### config.mk
export PLATFORM = sky130hd
export DESIGN_NAME = tanh_call_collector
export DESIGN_NICKNAME = d
export VERILOG_FILES = /design/src/rtl/tanh_call_collector.sv
export SDC_FILE = /design/constraint.sdc
export NUM_CORES = 1
export LEC_CHECK = 0
export CORE_UTILIZATION = 53
export CTS_CLUSTER_DIAMETER = 150
export DETAILED_ROUTE_END_ITERATION = 16
export PLACE_DENSITY = 0.86
export SYNTH_ARGS = -nofsm -noshare
export SYNTH_HDL_FRONTEND = slang
export SYNTH_SLANG_ARGS = --single-unit
### constraint.sdc
create_clock -name clock -period 3.2 [get_ports clock]
set_input_delay 0.48 -clock clock [delete_from_list [all_inputs] [get_ports clock]]
set_output_delay 0.48 -clock clock [all_outputs]
set_load 0.02 [all_outputs]
### src/rtl/tanh_call_collector.sv
// Issues N calls to the getTanh core under a FIFO credit limit and streams the results out.
// Optional macro TANH_RANGE_CHECK_EN adds range_err_cnt, counting results with |x| > 1.0 or NaN.
module tanh_call_collector #(
    parameter int DATA_W     = 32,
    parameter int FIFO_DEPTH = 4,
    parameter int CNT_W      = 16
) (
    input  logic              clock,
    input  logic              reset,
    input  logic              cmd_valid,
    output logic              cmd_ready,
    input  logic [CNT_W-1:0]  cmd_count,
    output logic              core_start,
    input  logic              core_busy,
    input  logic              core_done,
    output logic              core_stall,
    input  logic [DATA_W-1:0] core_returndata,
    output logic              out_valid,
    input  logic              out_ready,
    output logic [DATA_W-1:0] out_data,
    output logic              out_last,
    output logic              idle
`ifdef TANH_RANGE_CHECK_EN
    ,
    output logic [CNT_W-1:0]  range_err_cnt
`endif
);

    localparam int AW = $clog2(FIFO_DEPTH);

    typedef enum logic [1:0] {
        IDLE,
        RUN,
        DRAIN
    } state_t;

    state_t state_reg, state_next;

    logic [CNT_W-1:0] total_reg, issued_reg, retired_reg, popped_reg;
    logic [CNT_W-1:0] outstanding;
    logic [AW:0]      wr_ptr_reg, rd_ptr_reg;
    logic [FIFO_DEPTH-1:0][DATA_W-1:0] mem_q;

    logic fifo_empty, fifo_full;
    logic push, pop, load_cmd, cmd_accept, call_accept, credit_ok;

    assign fifo_empty = (wr_ptr_reg == rd_ptr_reg);
    assign fifo_full  = (wr_ptr_reg[AW] != rd_ptr_reg[AW]) &&
                        (wr_ptr_reg[AW-1:0] == rd_ptr_reg[AW-1:0]);

    // Credit counts results in flight inside the core plus results parked in the FIFO.
    assign outstanding = issued_reg - popped_reg;
    assign credit_ok   = (outstanding < CNT_W'(FIFO_DEPTH));

    assign core_stall  = fifo_full;
    assign push        = core_done && !fifo_full && (state_reg != IDLE);
    assign out_valid   = !fifo_empty;
    assign pop         = out_valid && out_ready;
    assign out_data    = fifo_empty ? '0 : mem_q[rd_ptr_reg[AW-1:0]];
    assign out_last    = out_valid && (popped_reg == total_reg - CNT_W'(1));
    assign idle        = (state_reg == IDLE) && fifo_empty;
    assign cmd_accept  = cmd_ready && cmd_valid;
    assign call_accept = core_start && !core_busy;

    always_comb begin
        state_next = state_reg;
        cmd_ready  = 1'b0;
        core_start = 1'b0;
        load_cmd   = 1'b0;
        case (state_reg)
            IDLE: begin
                cmd_ready = 1'b1;
                if (cmd_valid && (cmd_count != '0)) begin
                    load_cmd   = 1'b1;
                    state_next = RUN;
                end
            end
            RUN: begin
                core_start = (issued_reg < total_reg) && credit_ok;
                if (issued_reg == total_reg) begin
                    state_next = DRAIN;
                end else if (call_accept && (issued_reg == total_reg - CNT_W'(1))) begin
                    state_next = DRAIN;
                end
            end
            DRAIN: begin
                if ((popped_reg == total_reg) ||
                    (pop && (popped_reg == total_reg - CNT_W'(1)))) begin
                    state_next = IDLE;
                end
            end
            default: state_next = IDLE;
        endcase
    end

    always_ff @(posedge clock) begin
        if (reset) begin
            state_reg <= IDLE;
        end else begin
            state_reg <= state_next;
        end
    end

    always_ff @(posedge clock) begin
        if (reset) begin
            total_reg   <= '0;
            issued_reg  <= '0;
            retired_reg <= '0;
            popped_reg  <= '0;
        end else if (load_cmd) begin
            total_reg   <= cmd_count;
            issued_reg  <= '0;
            retired_reg <= '0;
            popped_reg  <= '0;
        end else begin
            if (call_accept) issued_reg  <= issued_reg + CNT_W'(1);
            if (push)        retired_reg <= retired_reg + CNT_W'(1);
            if (pop)         popped_reg  <= popped_reg + CNT_W'(1);
        end
    end

    always_ff @(posedge clock) begin
        if (reset) begin
            wr_ptr_reg <= '0;
            rd_ptr_reg <= '0;
        end else begin
            if (push) wr_ptr_reg <= wr_ptr_reg + (AW + 1)'(1);
            if (pop)  rd_ptr_reg <= rd_ptr_reg + (AW + 1)'(1);
        end
    end

    // Storage is not reset; out_data is forced to zero whenever the FIFO is empty.
    genvar gi;
    generate
        for (gi = 0; gi < FIFO_DEPTH; gi++) begin : g_entry
            logic [DATA_W-1:0] entry_reg;
            always_ff @(posedge clock) begin
                if (push && (wr_ptr_reg[AW-1:0] == AW'(gi))) begin
                    entry_reg <= core_returndata;
                end
            end
            assign mem_q[gi] = entry_reg;
        end
    endgenerate

`ifdef TANH_RANGE_CHECK_EN
    always_ff @(posedge clock) begin
        if (reset || cmd_accept) begin
            range_err_cnt <= '0;
        end else if (push && (core_returndata[30:0] > 31'h3F800000) &&
                     (range_err_cnt != '1)) begin
            range_err_cnt <= range_err_cnt + CNT_W'(1);
        end
    end
`endif

endmodule

# After elaboration in Yosys (flattened, before gate mapping)
# Cells that the tools add are included.
[totals] register_bits=184 output_inout_bits=38
[op_classes] add_sub_neg=6 n_lt_le_gt_ge=3 n_eq_ne=15 n_mux=12 reduce_logical=25
[op_table] op="binary-select mux 32 bit (select 2 bit)" count=1
[op_table] op="== test 16 bit" count=4
[op_table] op="two-way mux 32 bit" count=2
[op_table] op="adder 16 x 1 -> 16 bit (second input constant)" count=2
[op_table] op="less-than comparator 16 bit" count=1
[op_table] op="less-than comparator 16 x 3 -> 1 bit (second input constant)" count=1
[op_table] op="nonzero test 16 bit" count=1
[op_table] op="subtractor 16 x 1 -> 16 bit (second input constant)" count=1
[op_table] op="subtractor 16 bit" count=1
[op_table] op="logical AND 1 bit" count=15
[op_table] op="two-way mux 2 bit" count=4
[op_table] op="adder 3 x 1 -> 3 bit (second input constant)" count=2
[op_table] op="== test 2 bit (second input constant)" count=3
[op_table] op="case mux 2 bit (3 select lines)" count=1
[op_table] op="== test 2 x 1 -> 1 bit (second input constant)" count=2
[op_table] op="zero test 2 bit" count=2
[op_table] op="two-way mux 1 bit" count=4
[op_table] op="== test 3 bit" count=1
[op_table] op="zero test 1 bit" count=3
[op_table] op="less-than comparator 2 x 3 -> 1 bit (second input constant)" count=1
[op_table] op="!= test 3 bit (second input constant)" count=1
[op_table] op="AND reduction 3 bit" count=1
[op_table] op="== test 2 bit" count=1
[op_table] op="!= test 2 x 1 -> 1 bit (second input constant)" count=1
[op_table] op="other kinds (5)" count=5

# Depth between registers and ports, before layout
[logic_depth] depth_word=9 ltp_mapped=12

# Least setup slack after synthesis
# Ideal clock, no wire load.
[synth_timing] path_kind="register to output" from="register popped_reg[2]" to="output core_start" t_arrival_ns=2.796 required_ns=2.720 path_slack_ns=-0.076 path_stages_with_launch=12 path_cell_list="dfxtp_1 > clkbuf_1 > inv_1 > ha_1 > a21oi_1 > o21ai_1 > a211oi_1 > o21ai_1 > xnor2_1 > nand4_2 > buf_6 > nor3_1"
[synth_via] elab_chain_len=4
[synth_rtl] item="from (decl)" line_no="39" text="logic [CNT_W-1:0] total_reg, issued_reg, retired_reg, popped_reg;"
[synth_rtl] item="from (signal assigned)" line_no="118" text="if (pop) popped_reg <= popped_reg + CNT_W'(1);"
[synth_rtl] item="subtractor 16 bit" line_no="52" text="assign outstanding = issued_reg - popped_reg;"
[synth_rtl] item="less-than comparator 16 x 3 -> 1 bit" line_no="53" text="assign credit_ok = (outstanding < CNT_W'(FIFO_DEPTH));"
[synth_rtl] item="logical AND 1 bit" line_no="79" text="core_start = (issued_reg < total_reg) && credit_ok;"
[synth_rtl] item="two-way mux 1 bit" line_no="70" text="case (state_reg)"
[synth_rtl] item="to (decl)" line_no="13" text="output logic core_start,"
# No other way between the ends.

# Final worst setup path
[layout_timing] from="register popped_reg[4]" to="output core_start"
# The elaborated chain is that of the path after synthesis.

==> flow_summary_export.csv <==
group,metric,value,unit
synthesis,ys_warn_count,0,
worst_setup_path,crit_path_start_kind,"flip-flop",
finish,n_antenna_cell,0,
sta,worst_slack,-0.0370,ns
worst_setup_path,crit_start,"popped_reg[4]",
detailed_routing,wl_per_cell,20.0,µm
pwr,ir_drop,0.482,mV
detailed_routing,drt_iter0_markers,635,
sta,fin_crit_sh,1.01,
detailed_routing,drc,1,
sta,slew_viol_final,0,
worst_setup_path,arrival,2.76,ns
synthesis,syn_nets,951,
floorplan,die-height,139,µm
floorplan,initial_core_util,0.547,
floorplan,die_x,139,µm
placed_design,portBuffers,91,
synthesis,synth_cell_type_count,73,
detailed_routing,vias_per_cell,5.84,
cts,insertion_delay,0.45,ns
floorplan,ios,92,
synthesis,synthSimpleGateAreaFrac,0.168,
detailed_routing,routed_wl,26600,µm
sta,setup_viol,2,
floorplan,fp.dieArea,0.0193,mm²
sta,hold_viol_final,0,
pwr,finalPower,6600,µW
sta,rsz0062_at_grt,"yes",
pwr,p_int,4550,µW
sta,finalSetupTns,-0.0635,ns
flow_run,drv_cap,0,
synthesis,synth_xor_area_frac,0.0616,
pwr,switching_share,0.311,
sta,skew,0.0178,ns
finish,fillers,1123,
worst_setup_path,ff2ff_path_depth,14,
synthesis,ys_seq_area_frac,0.498,
cts,clock-sinks,184,
worst_setup_path,worst-path-max-fanout,2,
pwr,leakage,0.00499,µW
worst_setup_path,r2r-start,"popped_reg[4]",
worst_setup_path,worstPathRequired,2.72,ns
cts,clockBufferDepth,2,
synthesis,synth_top_family_by_area,"simple AND/OR/NAND/NOR gates",
cts,cts_root_buf,"clkbuf_16",
global_route,first_global_vias,7847,
global_route,grt_remaining_overflow,0,
global_route,track_usage,0.284,
synthesis,synth_area_per_cell,11.6,µm²
detailed_routing,ant_nets,0,
sta,whs,0.533,ns
floorplan,rows,49,
cts,cts_hold_buf,0,
global_route,grt_max_degree,33,
cts,cts_buffers,17,
pwr,clkPwrFrac,0.326,
detailed_routing,firstDrtPassIters,16,
hold_path,hp-class,"flip-flop to flip-flop",
worst_setup_path,endpoint_kind,"primary output",
placed_design,dpl.hpwl,18300,µm
global_route,antenna_found_initial,0,
synthesis,synthFlopType,"edfxtp_1",
pwr,switchingPower,2050,µW
cts,clk_pin_slew,0.08,ns
finish,area.growth.synth_to_final,34.0,%
pwr,powerDensity,494,mW/mm²
sta,layout_min_cycle_time,3.24,ns
run_status,violations,"DRC, setup timing",
finish,drive_gt1_frac,0.308,
sta,clock.fmax,309,MHz
detailed_routing,num_vias,7777,
sta,tightest_slew,0.724,ns
synthesis,synth_enable_flop_cells,128,
placed_design,gp_congestion,0.968,
cts,cts_tree,"built",
synthesis,synth.area.mux_share,0.112,
worst_setup_path,rrSetupSlack,0.18,ns
global_route,grt_pass1_wl,42100,µm
finish,num-nets-final,1181,
worst_setup_path,cp-endpoint,"core_start",
synthesis,async_reset_ff_frac,0,
synthesis,synth_compound_area_frac,0.0771,
run_status,outcome,"complete, but fails checks",
pwr,seqPwrFrac,0.401,
floorplan,core_area,0.0182,mm²
pwr,pwr-share-comb,0.273,
synthesis,syn_area,0.00996,mm²
synthesis,syn_inst,859,
synthesis,synthAdderAreaFrac,0.0477,
worst_setup_path,critPathKind,"flip-flop to primary output",
sta,timing.slew.headroom,0.513,
synthesis,synth-seq-cells,184,
finish,largest_register_ff_count,128,
cts,htreeDepth,4,
worst_setup_path,r2r_end,"issued_reg[8]",
==> cells in the mapped netlist, types with 21 or more instances <==
library cell,number,area [µm²]
mux2i_1,37,370
nand2_1,60,225
nor2_1,70,263
ha_1,38,475
and2_1,40,250
inv_1,42,158
nand4_1,21,131
dfxtp_1,56,1120
a21oi_1,27,135
clkbuf_1,30,113
edfxtp_1,128,3840
xnor2_1,54,473
mux4_2,32,721
==> power by group through the flow <==
stage	clock network [µW]	registers, µW	logic [µW]
3_5_place_dp	0	2700	1640
6_report	2150	2640	1800
4_1_cts	2170	2640	1740
3_3_place_gp	0	2690	1610
2_1_floorplan	0	2680	966
5_1_grt	2260	2650	1920
==> stage by stage <==
stage / instance area (µm²) / util / setup slack (ns) / std cells
final: 13300 / 0.733 / -0.0370 / 1331
after global routing: 13300 / 0.733 / -0.221 / 1331
after CTS: 13100 / 0.721 / -0.0134 / 1324
after detailed placement: 12100 / 0.667 / -0.267 / 1283
after global placement: 12100 / 0.667 / -0.194 / 1283
after floorplan: 9970 / - / 0.124 / 859
==> placed cells by master, fill, tap and decap left out, types with 7 or more instances in the layout <==
master / n
a21o_1: 9
a21oi_1: 20
a21oi_2: 7
and2_1: 39
and3_1: 11
buf_4: 160
clkbuf_16: 17
clkdlybuf4s50_1: 89
dfxtp_1: 40
dfxtp_2: 15
edfxtp_1: 128
ha_1: 20
ha_4: 15
inv_1: 32
inv_2: 11
mux2i_1: 37
mux4_2: 32
nand2_1: 60
nand2b_1: 14
nand3_1: 15
nand4_1: 21
nor2_1: 66
nor3_1: 17
nor4_1: 13
o21ai_0: 12
xnor2_1: 53
xor2_1: 15
==> routing by layer <==
| metal | vias up | track usage | share of wire |
|---|---|---|---|
| li1 | 3624 | - | - |
| met1 | 3815 | 0.347 | 0.39 |
| met2 | 288 | 0.497 | 0.52 |
| met3 | 50 | 0.0587 | 0.064 |
| met4 | 0 | 0.106 | 0.027 |
| met5 | - | 0 | 0 |
==> critical path: stages, from the launching register on <==
cell      delay [ns]
dfxtp_2         0.34
inv_2           0.05
ha_4            0.22
a21oi_2         0.19
mux2i_1         0.25
o311ai_2        0.14
or4_4           0.45
nor3_4          0.15
nand4_1         0.13
nor3_2          0.23
buf_4           0.18
==> area by class of cell <==
class / count / area, µm² / share of cell area
Clock inverter: 15 / 180 / 0.0135
Inverter: 43 / 161 / 0.0121
Tap cell: 229 / 287 / 0.0215
Sequential cell: 184 / 4990 / 0.374
Timing Repair Buffer: 255 / 2190 / 0.164
Multi-Input combinational cell: 588 / 5110 / 0.383
Clock buffer: 17 / 425 / 0.0319
==> worst min path at each step <==
stage / to / depth (start not counted) / slack, ns / startpoint
2_1_floorplan: issued_reg[0] / 2 / 0.48 / issued_reg[0]
3_3_place_gp: issued_reg[8] / 2 / 0.52 / issued_reg[8]
3_5_place_dp: rd_ptr_reg[2] / 2 / 0.53 / rd_ptr_reg[2]
4_1_cts: issued_reg[8] / 2 / 0.53 / issued_reg[8]
5_1_grt: issued_reg[8] / 2 / 0.56 / issued_reg[8]
6_report: issued_reg[8] / 2 / 0.53 / issued_reg[8]
==> cells by family after synthesis <==
logic type | count (synthesis)
xor gates and xnor gates | 70
AOI/OAI and AO/OA | 105
buffers and inverters | 87
muxes | 71
and+or+nand+nor | 304
adders and majority gates | 38
DFF | 184
==> repair_timing <==
action	in CTS	in global routing
hold endpoints to repair	0	0
setup endpoints to repair	2	7
gates resized for setup	79	32
buffers inserted	9	7
pin swaps	22	15
(Power assumes the default switching activity.)
